==> config.mk <==
export PLATFORM = sky130hd
export DESIGN_NAME = uart_byte_rx
export DESIGN_NICKNAME = d
export VERILOG_FILES = /design/src/rtl/uart_byte_rx_pkg.sv /design/src/rtl/sync_2ff.sv /design/src/rtl/uart_byte_rx.sv
export SDC_FILE = /design/constraint.sdc
export NUM_CORES = 1
export LEC_CHECK = 0
export BUFFER_PORTS_ARGS = -buffer_cell sky130_fd_sc_hd__buf_2
export CORE_ASPECT_RATIO = 2
export CORE_MARGIN = 1.5
export CORE_UTILIZATION = 35
export CTS_CLUSTER_DIAMETER = 150
export DETAILED_ROUTE_END_ITERATION = 8
export PLACE_DENSITY = 0.56
export SLEW_MARGIN = 20
export SYNTH_ARGS = -nofsm -noshare
export SYNTH_HDL_FRONTEND = slang
export SYNTH_SLANG_ARGS = --single-unit
==> constraint.sdc <==
create_clock -name clk_usb -period 2 [get_ports clk_usb]
set_clock_uncertainty 0.05 [all_clocks]
set_input_delay 0.6 -clock clk_usb [delete_from_list [all_inputs] [get_ports clk_usb]]
set_output_delay 0.6 -clock clk_usb [all_outputs]
set_load 0.01 [all_outputs]
==> src/rtl/uart_byte_rx_pkg.sv <==
// Shared definitions for the UART byte receiver and planned transmitter:
// state encodings, default bit period and frame geometry.
package uart_byte_rx_pkg;

   typedef enum logic [2:0] {
      ST_IDLE   = 3'd0,
      ST_START  = 3'd1,
      ST_DATA   = 3'd2,
      ST_PARITY = 3'd3,
      ST_STOP   = 3'd4,
      ST_BREAK  = 3'd5
   } uart_state_t;

   localparam int unsigned DEFAULT_CLKS_PER_BIT = 104;
   localparam int unsigned DATA_BITS            = 8;
   localparam int unsigned FRAME_BITS_8N1       = 10;

endpackage : uart_byte_rx_pkg

==> src/rtl/sync_2ff.sv <==
// Two-flop synchroniser for an asynchronous single-bit input, with a
// parameterised reset value so an idle-high line does not look like an edge.
module sync_2ff #(
   parameter logic RST_VAL = 1'b1
) (
   input  logic clk,
   input  logic rst_n,
   input  logic d,
   output logic q
);

   logic meta;

   always_ff @(posedge clk or negedge rst_n) begin
      if (!rst_n) begin
         meta <= RST_VAL;
         q    <= RST_VAL;
      end else begin
         meta <= d;
         q    <= meta;
      end
   end

endmodule : sync_2ff

==> src/rtl/uart_byte_rx.sv <==
// 8N1 UART receiver feeding the command handler with single-cycle byte pulses.
// Optional even parity is enabled with the UART_BYTE_RX_PARITY_EN macro.
module uart_byte_rx
   import uart_byte_rx_pkg::*;
#(
   parameter int unsigned CLKS_PER_BIT = DEFAULT_CLKS_PER_BIT
) (
   input  logic       clk_usb,
   input  logic       rst_n,
   input  logic       rx,
   output logic       byte_ready,
   output logic [7:0] reg_usb_data_in,
   output logic       frame_error,
`ifdef UART_BYTE_RX_PARITY_EN
   output logic       parity_error,
`endif
   output logic       busy
);

   localparam int unsigned HALF = CLKS_PER_BIT / 2;
   localparam int unsigned CW   = $clog2(CLKS_PER_BIT);

   if (CLKS_PER_BIT < 4) begin : g_bad_cpb
      $error("uart_byte_rx: CLKS_PER_BIT must be at least 4");
   end

   logic        rx_s;
   uart_state_t state, state_n;
   logic [CW-1:0] cnt, cnt_n;
   logic [2:0]  idx, idx_n;
   logic [7:0]  shift, shift_n;
   logic [7:0]  data_n;
   logic        ready_n, ferr_n;
   logic        bit_end;
`ifdef UART_BYTE_RX_PARITY_EN
   logic        par, par_n;
   logic        perr_n;
`endif

   sync_2ff #(.RST_VAL(1'b1)) u_sync_rx (
      .clk   (clk_usb),
      .rst_n (rst_n),
      .d     (rx),
      .q     (rx_s)
   );

   assign bit_end = (cnt == CW'(CLKS_PER_BIT - 1));

   // State and datapath registers; pulses and busy are registered from next-state
   always_ff @(posedge clk_usb or negedge rst_n) begin
      if (!rst_n) begin
         state           <= ST_IDLE;
         cnt             <= '0;
         idx             <= '0;
         shift           <= '0;
         reg_usb_data_in <= 8'h00;
         byte_ready      <= 1'b0;
         frame_error     <= 1'b0;
         busy            <= 1'b0;
`ifdef UART_BYTE_RX_PARITY_EN
         par             <= 1'b0;
         parity_error    <= 1'b0;
`endif
      end else begin
         state           <= state_n;
         cnt             <= cnt_n;
         idx             <= idx_n;
         shift           <= shift_n;
         reg_usb_data_in <= data_n;
         byte_ready      <= ready_n;
         frame_error     <= ferr_n;
         busy            <= (state_n != ST_IDLE);
`ifdef UART_BYTE_RX_PARITY_EN
         par             <= par_n;
         parity_error    <= perr_n;
`endif
      end
   end

   always_comb begin
      state_n = state;
      cnt_n   = cnt;
      idx_n   = idx;
      shift_n = shift;
      data_n  = reg_usb_data_in;
      ready_n = 1'b0;
      ferr_n  = 1'b0;
`ifdef UART_BYTE_RX_PARITY_EN
      par_n   = par;
      perr_n  = 1'b0;
`endif
      case (state)
         ST_IDLE: begin
            if (!rx_s) begin
               state_n = ST_START;
               cnt_n   = '0;
            end
         end
         // Re-check the line at mid start bit to reject glitches
         ST_START: begin
            if (cnt == CW'(HALF - 1)) begin
               cnt_n = '0;
               if (!rx_s) begin
                  state_n = ST_DATA;
                  idx_n   = '0;
               end else begin
                  state_n = ST_IDLE;
               end
            end else begin
               cnt_n = cnt + CW'(1);
            end
         end
         ST_DATA: begin
            if (bit_end) begin
               cnt_n   = '0;
               shift_n = {rx_s, shift[7:1]};
               if (idx == 3'(DATA_BITS - 1)) begin
`ifdef UART_BYTE_RX_PARITY_EN
                  state_n = ST_PARITY;
`else
                  state_n = ST_STOP;
`endif
               end else begin
                  idx_n = idx + 3'd1;
               end
            end else begin
               cnt_n = cnt + CW'(1);
            end
         end
`ifdef UART_BYTE_RX_PARITY_EN
         ST_PARITY: begin
            if (bit_end) begin
               cnt_n   = '0;
               par_n   = rx_s;
               state_n = ST_STOP;
            end else begin
               cnt_n = cnt + CW'(1);
            end
         end
`endif
         // Framing error wins over parity; a bad frame never updates the data
         ST_STOP: begin
            if (bit_end) begin
               cnt_n   = '0;
               state_n = ST_IDLE;
               if (!rx_s) begin
                  ferr_n  = 1'b1;
                  state_n = ST_BREAK;
`ifdef UART_BYTE_RX_PARITY_EN
               end else if ((^shift) != par) begin
                  perr_n  = 1'b1;
`endif
               end else begin
                  ready_n = 1'b1;
                  data_n  = shift;
               end
            end else begin
               cnt_n = cnt + CW'(1);
            end
         end
         ST_BREAK: begin
            if (rx_s) begin
               state_n = ST_IDLE;
            end
         end
         default: begin
            state_n = ST_IDLE;
            cnt_n   = '0;
         end
      endcase
   end

endmodule : uart_byte_rx

==> flow_metrics.py, run 1 <==
metrics = {
    "critical_path": {
        "required_ns": 2.12,
        "reg2reg_depth": 6,
        "worstPathArrival_ns": 1.99,
        "r2r-end": "busy",
        "start_kind": "register",
        "reg2reg_slack_ns": 0.13,
        "path_class": "reg2reg",
        "cpLargestDelayFamily": "simple AND/OR/NAND/NOR gates",
        "path_cells": "ha_2 > and3b_1 > buf_4 > nand3_1 > a21bo_2 > or3_1",
        "slowest_delay_ns": 0.37,
        "crit_slowest_cell": "dfrtp_1",
        "r2r_start": "cnt[1]",
        "worstPathBufferInverterCount": 1,
        "critPathCaptureType": "register",
        "path_max_fanout": 10,
    },
    "run_status": {
        "outcome": "completed",
    },
    "floorplan": {
        "fp.dieH_um": 98.4,
        "core_area_sq_um": 4340,
        "num_io_pins": 14,
        "dieArea_sq_um": 4990,
        "rows": 34,
        "start_util_pct": 36.7,
        "die_w_um": 50.7,
    },
    "yosys": {
        "synth_area_leader_cell": "dfrtp_1",
        "synthDistinctLibCells": 43,
        "syn_area_sq_um": 1590,
        "post_synth.cell_area_avg_sq_um": 12.3,
        "synth_edf_count": 0,
        "async_reset_ff_share_pct": 100,
        "synth_nets": 136,
        "ys_ff_latch": 34,
        "yosys_most_used_dff": "dfrtp_1",
        "synth_seq_area_share_pct": 53.6,
        "synth_top_area_share_pct": 50.3,
        "synthTopCellsByArea": "dfrtp_1 (50%), mux2_2 (13%), dfstp_2 (3.3%), ha_1 (2.4%), nand3_1 (1.9%)",
        "synth_cells": 130,
        "yosysWarnings": 0,
    },
    "clock_tree": {
        "cts_max_level": 2,
        "clock_latency_ns": 0.29,
        "root_buffer": "clkbuf_8",
        "cts.path.max_buffers": 2,
        "cts.sinks": 34,
        "tritoncts": "built",
        "numCtsBuffers": 5,
        "clk_pin_slew_ns": 0.07,
        "cts_hold_buffers": 0,
    },
    "sta": {
        "setup_viol": 0,
        "rsz0062_at_grt": "false",
        "fin_setup_tns_ns": 0,
        "worstMarginPinSlew_ns": 0.503,
        "finalHoldViolations": 0,
        "maxSlewViolCount": 0,
        "min_period_ns": 1.87,
        "clock.fmax_mhz": 534,
        "worst_slack_ns": 0.126,
        "finalCritPeriodShare_pct": 93.7,
        "slew-limit-headroom_pct": 66.4,
    },
    "global_route": {
        "grt_max_degree": 35,
        "grt.total_usage_pct": 15.1,
        "overflow": 0,
        "antenna_found_initial": 0,
        "grt_pass1_vias": 1235,
        "grt_pass1_wl_mm": 5.64,
    },
    "finish": {
        "drive_gt1_share_pct": 39.2,
        "final_nets": 163,
        "utilization_pct": 43.9,
        "synthToLayoutAreaGrowth_pct": 19.6,
        "diodes": 0,
    },
    "route": {
        "postRouteAntennaNets": 0,
        "drt_wl_total_mm": 3.15,
        "post-route-drc-count": 0,
        "wl_per_cell_um": 14.8,
        "vias_per_cell": 5.19,
        "dr.pass1.iters": 4,
        "vias": 1100,
        "first_iter_violations": 24,
    },
    "power": {
        "sequentialPowerShare_pct": 57.4,
        "switching_share_pct": 22.2,
        "power.density_nw_per_um2": 634,
        "p_leak_uw": 0.000929,
        "p_comb_share_pct": 1.5,
        "ir_drop_uv": 491,
        "clkPwrFrac_pct": 41.1,
        "switchingPower_uw": 268,
        "p_int_uw": 940,
    },
    "flow_run": {
        "maxCapViolCount": 0,
    },
    "placement": {
        "detailed_place_hpwl_mm": 2.34,
        "dpl_worst_slack_ns": -0.0137,
        "gp_congestion": 0.828,
        "io_buffers": 13,
    },
    "hold_path": {
        "min_path_type": "in2async",
    },
}
-- what timing repair did --
action,in CTS,in global routing
buffers inserted,0,3
endpoints found under the setup margin,4,1
gates resized for setup,1,2
hold endpoints to repair,0,0
-- power groups by stage --
stage / Sequential [uW] / Combinational [uW] / Clock [uW]
CTS: 693 / 19.8 / 521
global placement: 707 / 19.0 / 0
finish: 693 / 18.1 / 497
floorplan: 706 / 2.38 / 0
global route: 693 / 22.7 / 554
detailed placement: 706 / 19.6 / 0
-- per-stage QoR --
step / hold slack [ns] / instances / total power, uW / area (sq um)
floorplan: 0.254 / 130 / 708 / 1590
global placement: 0.297 / 201 / 726 / 1780
detailed placement: 0.299 / 201 / 726 / 1780
CTS: 0.296 / 209 / 1230 / 1870
global route: 0.315 / 212 / 1270 / 1910
finish: 0.277 / 212 / 1210 / 1910
-- cell usage in the layout, fill, tap and decap left out, drive strengths merged, types with 2 or more instances in the layout --
cell / n
dfrtp: 32
xnor2: 2
nor4b: 3
clkbuf: 6
nor3: 2
and3b: 3
nor2: 6
nand4: 2
or3: 3
nand2: 4
nand2b: 4
nor4: 2
o21ai: 4
clkinvlp: 2
ha: 3
dfstp: 2
buf: 25
a21oi: 5
mux2i: 2
mux2: 18
inv: 5
nand3: 6
-- synth_stat cells (all sizes together) (3+ instances only) --
cell / instances
buf: 3
and3b: 3
ha: 3
nor2: 6
nand2: 4
nand2b: 4
nand3: 6
mux2: 18
nor4b: 3
or3: 3
inv: 5
a21oi: 5
dfrtp: 32
o21ai: 4
-- layer usage --
metal | part of all wire (%) | track usage, % | vias up
met2 | 57 | 28.2 | 18
met1 | 37 | 14.8 | 548
li1 | - | - | 526
met5 | 0 | 0 | -
met4 | 2.4 | 7.07 | 0
met3 | 2.7 | 3.82 | 8
-- logic make-up (layout without fill, tap and decap cells) --
| kind of cell | Yosys count | after routing | share of synthesized area [%] |
|---|---|---|---|
| AO/OA/AOI/OAI | 18 | 18 | 8.09 |
| XOR/XNOR | 3 | 3 | 1.65 |
| adder cells (fa/ha/maj) | 3 | 3 | 2.36 |
| buffers and inverters | 10 | 38 | 2.75 |
| flip-flops | 34 | 34 | 53.6 |
| multiplexers | 20 | 20 | 14.0 |
| AND/OR/NAND/NOR | 42 | 42 | 17.6 |
-- sequential cells by signal, summed over array words and instances (netlist names) --
register and count:
busy 1, byte_ready 1, cnt 7, frame_error 1, idx 3, reg_usb_data_in 8
shift 8, state 3, u_sync_rx.meta 1, u_sync_rx.q 1
-- cell type report --
type / count / area (sq um)
clock buffers: 6 / 72.6
clock inverters: 2 / 15.0
fillers: 437 / 2430
inverters: 5 / 18.8
multi-input cells: 86 / 711
flip-flops and latches: 34 / 853
well taps: 54 / 67.6
repair buffers: 25 / 168
-- worst max-delay path by stage --
stage | start | to | depth (start not counted)
finish | cnt[1] | busy | 6
global route | cnt[1] | busy | 6
CTS | cnt[0] | busy | 6
detailed placement | cnt[0] | cnt[3] | 6
global placement | cnt[0] | cnt[3] | 6
floorplan | state[2] | shift[0] | 4
No activity file was read; power rests on OpenSTA's default activity.
==> run 2: changes to the inputs <==
--- a/config.mk
+++ b/config.mk
@@ -5,14 +5,13 @@
 export SDC_FILE = /design/constraint.sdc
 export NUM_CORES = 1
 export LEC_CHECK = 0
-export BUFFER_PORTS_ARGS = -buffer_cell sky130_fd_sc_hd__buf_2
 export CORE_ASPECT_RATIO = 2
 export CORE_MARGIN = 1.5
 export CORE_UTILIZATION = 35
 export CTS_CLUSTER_DIAMETER = 150
 export DETAILED_ROUTE_END_ITERATION = 8
-export PLACE_DENSITY = 0.56
-export SLEW_MARGIN = 20
+export DONT_BUFFER_PORTS = 1
+export PLACE_DENSITY = 0.54
 export SYNTH_ARGS = -nofsm -noshare
 export SYNTH_HDL_FRONTEND = slang
 export SYNTH_SLANG_ARGS = --single-unit
==> constraint.sdc (replaced) <==
create_clock -name clk_usb -period 1.6 [get_ports clk_usb]
set_clock_uncertainty 0.05 [all_clocks]
set_input_delay 0.48 -clock clk_usb [delete_from_list [all_inputs] [get_ports clk_usb]]
set_output_delay 0.48 -clock clk_usb [all_outputs]
set_load 0.01 [all_outputs]
==> run 2 against run 1 <==
  * The flow now finishes with violations (negative setup slack)
  * Design area rose by 22%
  * Die area unchanged
  * Count of clock-buffer cells in the layout increased by 1
  * Via count increased by 7.6%
  * Critical path type unchanged
  * Highest routed layer unchanged
==> flow_metrics.py, run 2 (synthesis results as in run 1) <==
metrics = {
    "sta": {
        "maxSlewViolCount": 0,
        "min_period_ns": 1.81,
        "setup_viol": 29,
        "finalCritPeriodShare_pct": 113,
        "rsz0062_at_grt": "true",
        "worst_slack_ns": -0.207,
        "slew-limit-headroom_pct": 77.6,
        "worstMarginPinSlew_ns": 0.333,
        "fin_setup_tns_ns": -4.15,
        "finalHoldViolations": 0,
        "clock.fmax_mhz": 553,
    },
    "finish": {
        "diodes": 0,
        "mostFrequentLayoutCells": "dfrtp_1 (30), buf_4 (29), mux2_4 (17)",
        "finalNonFillerCells": 229,
        "utilization_pct": 53.7,
        "final_area_sq_um": 2330,
        "layout_commonest_cell": "dfrtp_1",
        "synthToLayoutAreaGrowth_pct": 46.3,
        "final_nets": 180,
        "fillers": 382,
        "drive_gt1_share_pct": 55.4,
        "largest_registers": "reg_usb_data_in (8), shift (8), cnt (7)",
    },
    "power": {
        "ir_drop_uv": 501,
        "p_leak_uw": 0.00109,
        "power.density_nw_per_um2": 669,
    },
    "route": {
        "first_iter_violations": 16,
        "vias": 1184,
        "vias_per_cell": 5.17,
        "postRouteAntennaNets": 0,
        "wl_per_cell_um": 17.4,
        "post-route-drc-count": 0,
        "drt_wl_total_mm": 3.98,
        "dr.pass1.iters": 4,
    },
    "critical_path": {
        "slowest_delay_ns": 0.36,
        "worstPathArrival_ns": 1.93,
        "path_cells": "ha_2 > and3b_2 > nand2_4 > nor4_4 > buf_4 > mux2_4",
        "path_max_fanout": 4,
        "crit_slowest_cell": "dfrtp_1",
        "required_ns": 1.72,
        "path_class": "reg2reg",
        "start_kind": "register",
        "critPathCaptureType": "register",
        "worstPathBufferInverterCount": 1,
        "cpLargestDelayFamily": "simple AND/OR/NAND/NOR gates",
    },
    "global_route": {
        "grt_pass1_wl_mm": 6.53,
        "grt_max_degree": 35,
        "grt_pass1_vias": 1305,
        "overflow": 0,
        "grt.total_usage_pct": 17.9,
        "antenna_found_initial": 0,
    },
    "placement": {
        "io_buffers": 0,
        "dpl_cell_area_sq_um": 1950,
        "detailed_place_hpwl_mm": 2.57,
        "gp_congestion": 0.988,
        "post-place-cells": 211,
        "dpl_worst_slack_ns": -0.388,
    },
    "clock_tree": {
        "cts_max_level": 2,
        "numCtsBuffers": 5,
        "tritoncts": "built",
        "cts.sinks": 34,
        "cts.path.max_buffers": 2,
        "clk_pin_slew_ns": 0.07,
        "clock_latency_ns": 0.28,
        "root_buffer": "clkbuf_8",
    },
    "floorplan": {
        "start_util_pct": 36.7,
        "core_area_sq_um": 4340,
        "die_w_um": 50.7,
        "num_io_pins": 14,
        "fp.dieH_um": 98.4,
        "rows": 34,
        "dieArea_sq_um": 4990,
    },
    "run_status": {
        "violations": "negative setup slack",
        "outcome": "finished, violations left",
    },
    "flow_run": {
        "maxCapViolCount": 0,
    },
    "hold_path": {
        "min_path_type": "in2reg",
    },
}
-- run 2: changes by cell type in the layout (fill, tap and decap cells not counted), moves of 3 or more --
cell / change
buf_2: -13
buf_4: +18
mux2_2: -17
a21oi_1: -3
buf_6: +9
mux2_4: +17
nand3_1: -4
nand3_2: +3
-- run 2: final timing paths --
kind,slack [ns],from,cells past startpoint,endpoint
worst max-delay path,-0.21,cnt[0],6,reg_usb_data_in[3]
worst min-delay path,0.14,rx,0,u_sync_rx.meta
worst max register to register,-0.21,cnt[0],6,reg_usb_data_in[3]
worst min register to register,0.30,u_sync_rx.meta,0,u_sync_rx.q
max in group asynchronous,0.66,rst_n,2,u_sync_rx.meta
min in group asynchronous,0.59,rst_n,2,frame_error
-- run 2: power by group --
group	internal, uW	total (uW)	switching (uW)	leakage, uW
clock	347	657	310	0.0000482
combinational	12.4	32.8	20.4	0.000594
sequential	864	867	3.42	0.000445
-- run 2: final cells by class --
cell class | instances | area [sq um] | share of cell area [%]
inverters | 5 | 18.8 | 0.806
multi-input cells | 86 | 907 | 38.9
repair buffers | 42 | 389 | 16.7
well taps | 54 | 67.6 | 2.90
flip-flops and latches | 34 | 856 | 36.7
clock inverters | 1 | 5.00 | 0.215
clock buffers | 7 | 86.3 | 3.71
-- run 2: stage by stage --
step	total power [uW]	hold slack (ns)
finish	1560	0.139
global route	1610	0.126
CTS	1590	0.125
detailed placement	891	0.136
global placement	891	0.136
floorplan	885	0.134
-- run 2: metal layers --
metal | track usage, % | up-vias | share of wire [%] | wire [um]
met4 | 11.6 | 0 | 5.0 | 200
met5 | 0 | - | 0 | 0
met1 | 20.0 | 590 | 40 | 1580
met2 | 30.4 | 24 | 53 | 2110
li1 | - | 557 | - | -
met3 | 2.91 | 13 | 2.2 | 87
-- run 2: timing repair --
item / CTS / global route
pin swaps: 7 / 9
resized for setup: 38 / 9
buffers inserted: 3 / 4
endpoints found under the hold margin: 34 / 0
setup endpoints to repair: 28 / 30
hold buffers: 2 / 0
cloned: 2 / 0
==> run 3: changes to the inputs <==
--- a/config.mk
+++ b/config.mk
@@ -5,13 +5,16 @@
 export SDC_FILE = /design/constraint.sdc
 export NUM_CORES = 1
 export LEC_CHECK = 0
+export CELL_PAD_IN_SITES_DETAIL_PLACEMENT = 1
+export CELL_PAD_IN_SITES_GLOBAL_PLACEMENT = 1
 export CORE_ASPECT_RATIO = 2
 export CORE_MARGIN = 1.5
 export CORE_UTILIZATION = 35
 export CTS_CLUSTER_DIAMETER = 150
 export DETAILED_ROUTE_END_ITERATION = 8
 export DONT_BUFFER_PORTS = 1
-export PLACE_DENSITY = 0.54
+export PLACE_DENSITY = 0.63
 export SYNTH_ARGS = -nofsm -noshare
 export SYNTH_HDL_FRONTEND = slang
+export SYNTH_HIERARCHICAL = 1
 export SYNTH_SLANG_ARGS = --single-unit
==> run 3 against run 2 <==
  * The run still ends with negative setup slack left
  * First-iteration DRC count rose by 6.3%
  * Sequential power barely moved
  * Register-to-register slack improved by 0.02 ns
  * Global-route usage fell by 0.082 points
  * Setup slack improved by 0.015 ns
  * Non-clock buffer count fell by 8
  * Core utilization fell by 4.8 points
  * Cell count fell by 4.4%
  * Synthesized area fell by 2.4%
  * Combinational power fell by 4%
  * Worst hold slack improved by 0.0083 ns
  * Via count fell by 3.0%
  * Critical endpoint is now shift[1]
==> flow_metrics.py, run 3 <==
metrics = {
    "run_status": {
        "outcome": "finished, violations left",
        "violations": "negative setup slack",
    },
    "floorplan": {
        "rows": 34,
        "start_util_pct": 36.2,
        "fp.dieH_um": 97.2,
        "num_io_pins": 14,
        "core_area_sq_um": 4300,
        "dieArea_sq_um": 4870,
        "die_w_um": 50.1,
    },
    "clock_tree": {
        "clock_latency_ns": 0.29,
        "cts_max_level": 2,
        "numCtsBuffers": 5,
        "clk_pin_slew_ns": 0.08,
        "cts.path.max_buffers": 2,
        "tritoncts": "built",
        "cts.sinks": 34,
        "root_buffer": "clkbuf_8",
    },
    "sta": {
        "worstMarginPinSlew_ns": 0.429,
        "worst_slack_ns": -0.192,
        "clock.fmax_mhz": 558,
        "maxSlewViolCount": 0,
        "rsz0062_at_grt": "true",
        "setup_viol": 29,
        "finalHoldViolations": 0,
        "min_period_ns": 1.79,
        "slew-limit-headroom_pct": 71.3,
        "finalCritPeriodShare_pct": 112,
    },
    "power": {
        "total_power_uw": 1560,
        "power.density_nw_per_um2": 744,
        "ir_drop_uv": 675,
        "p_leak_uw": 0.000989,
    },
    "yosys": {
        "synth_seq_area_share_pct": 54.9,
        "synth_area_leader_cell": "dfrtp_1",
        "async_reset_ff_share_pct": 100,
        "synth_top_area_share_pct": 51.5,
        "synth_cells": 126,
        "synthTopCellsByArea": "dfrtp_1 (52%), mux2_2 (13%), dfstp_2 (3.4%), ha_1 (2.4%), nor2_1 (2.4%)",
        "yosysWarnings": 6,
        "yosys_most_used_dff": "dfrtp_1",
        "synth_edf_count": 0,
        "post_synth.cell_area_avg_sq_um": 12.3,
        "synth_nets": 132,
        "synthDistinctLibCells": 38,
        "synth.most_common_cell": "dfrtp_1",
        "syn_area_sq_um": 1550,
        "synth_common_cells": "dfrtp_1 (32), mux2_2 (18), nor2_1 (10)",
        "ys_ff_latch": 34,
    },
    "route": {
        "post-route-drc-count": 0,
        "drt_wl_total_mm": 3.90,
        "wl_per_cell_um": 17.8,
        "vias_per_cell": 5.24,
        "postRouteAntennaNets": 0,
        "first_iter_violations": 17,
        "dr.pass1.iters": 4,
        "vias": 1148,
    },
    "hold_path": {
        "hold_end": "u_sync_rx/meta",
        "min_path_type": "in2reg",
        "holdPathStages": 0,
        "worstHoldStart": "rx",
    },
    "finish": {
        "drive_gt1_share_pct": 47.9,
        "mostFrequentLayoutCells": "dfrtp_1 (32), buf_4 (29), mux2_4 (10)",
        "diodes": 0,
        "utilization_pct": 48.9,
        "final_area_sq_um": 2100,
        "largest_registers": "reg_usb_data_in (8), shift (8), cnt (7)",
        "layout_commonest_cell": "dfrtp_1",
        "synthToLayoutAreaGrowth_pct": 35.1,
        "fillers": 460,
        "final_nets": 170,
    },
    "critical_path": {
        "required_ns": 1.72,
        "start_kind": "register",
        "reg2reg_depth": 7,
        "r2r-end": "shift[1]",
        "path_max_fanout": 6,
        "path_class": "reg2reg",
        "path_cells": "ha_2 > and3b_2 > nand3_4 > buf_6 > nor2_4 > buf_12 > mux2_4",
        "slowest_delay_ns": 0.37,
        "worstPathArrival_ns": 1.91,
        "r2r_start": "cnt[1]",
        "critPathCaptureType": "register",
        "crit_slowest_cell": "dfrtp_1",
        "reg2reg_slack_ns": -0.19,
    },
    "global_route": {
        "antenna_found_initial": 0,
        "grt_max_degree": 35,
        "overflow": 0,
        "grt_pass1_vias": 1318,
        "grt.total_usage_pct": 17.8,
        "grt_pass1_wl_mm": 6.49,
    },
    "placement": {
        "detailed_place_hpwl_mm": 2.80,
        "gp_congestion": 0.917,
        "io_buffers": 0,
        "dpl_cell_area_sq_um": 1860,
        "dpl_worst_slack_ns": -0.219,
    },
    "flow_run": {
        "maxCapViolCount": 0,
    },
}
==> run 3: repair_timing <==
item | in CTS | in global routing
gates resized for setup | 10 | 10
hold buffers | 2 | 0
pin swaps | 3 | 7
endpoints found under the setup margin | 29 | 30
cloned | 0 | 1
hold endpoints to repair | 34 | 0
setup buffers | 1 | 4
==> run 3: through the flow <==
| step | hold slack (ns) | setup TNS, ns | cells |
|---|---|---|---|
| 2_1_floorplan | 0.134 | -4.00 | 126 |
| 3_3_place_gp | 0.135 | -3.49 | 203 |
| 3_5_place_dp | 0.135 | -4.63 | 203 |
| 4_1_cts | 0.138 | -4.40 | 214 |
| 5_1_grt | 0.131 | -6.53 | 219 |
| 6_report | 0.147 | -4.12 | 219 |
==> run 3: how the worst max path moves through the flow <==
stage | from | to | slack, ns | depth (start not counted)
final | cnt[1] | shift[1] | -0.19 | 7
after global routing | cnt[1] | cnt[0] | -0.27 | 6
after CTS | cnt[1] | reg_usb_data_in[7] | -0.20 | 6
after detailed placement | cnt[1] | reg_usb_data_in[7] | -0.22 | 6
after global placement | cnt[0] | reg_usb_data_in[7] | -0.17 | 6
after floorplan | cnt[0] | reg_usb_data_in[0] | -0.33 | 5
==> run 3: per-layer routing <==
metal	share of wire [%]	routed length (um)	vias to the layer above	global-route usage, %
li1	-	-	531	-
met1	36	1400	593	17.6
met2	58	2280	16	31.8
met3	2.2	85	8	3.23
met4	3.4	134	0	12.4
met5	0	0	-	0
==> run 3: cells by family after synthesis <==
family / share of synthesized area [%]
AOI/OAI and AO/OA: 7.97
xor gates and xnor gates: 1.69
adders and majority gates: 2.42
buffers and inverters: 1.45
DFF: 54.9
muxes: 13.0
and+or+nand+nor: 18.5
==> run 3: cell type report <==
| cell class | instances | area [sq um] | area share (%) |
|---|---|---|---|
| clock buffers | 7 | 86.3 | 4.11 |
| clock inverters | 1 | 5.00 | 0.238 |
| inverters | 2 | 7.51 | 0.358 |
| multi-input cells | 87 | 790 | 37.6 |
| flip-flops and latches | 34 | 853 | 40.6 |
| well taps | 54 | 67.6 | 3.22 |
| repair buffers | 34 | 290 | 13.8 |
==> run 3: power by group <==
| part | leakage (uW) | total, uW | internal (uW) | switching (uW) |
|---|---|---|---|---|
| clock network | 0.0000482 | 665 | 347 | 318 |
| registers | 0.000448 | 866 | 864 | 1.86 |
| logic | 0.000492 | 31.5 | 10.0 | 21.4 |
| total | 0.000989 | 1560 | 1220 | 341 |
==> run 3: critical path: cells and delay by family (launching register included) <==
kind | cells | cell delay (ns)
AND/OR/NAND/NOR | 3 | 0.47
flip-flops | 1 | 0.37
multiplexers | 1 | 0.30
buffers and inverters | 2 | 0.29
adder cells (fa/ha/maj) | 1 | 0.20
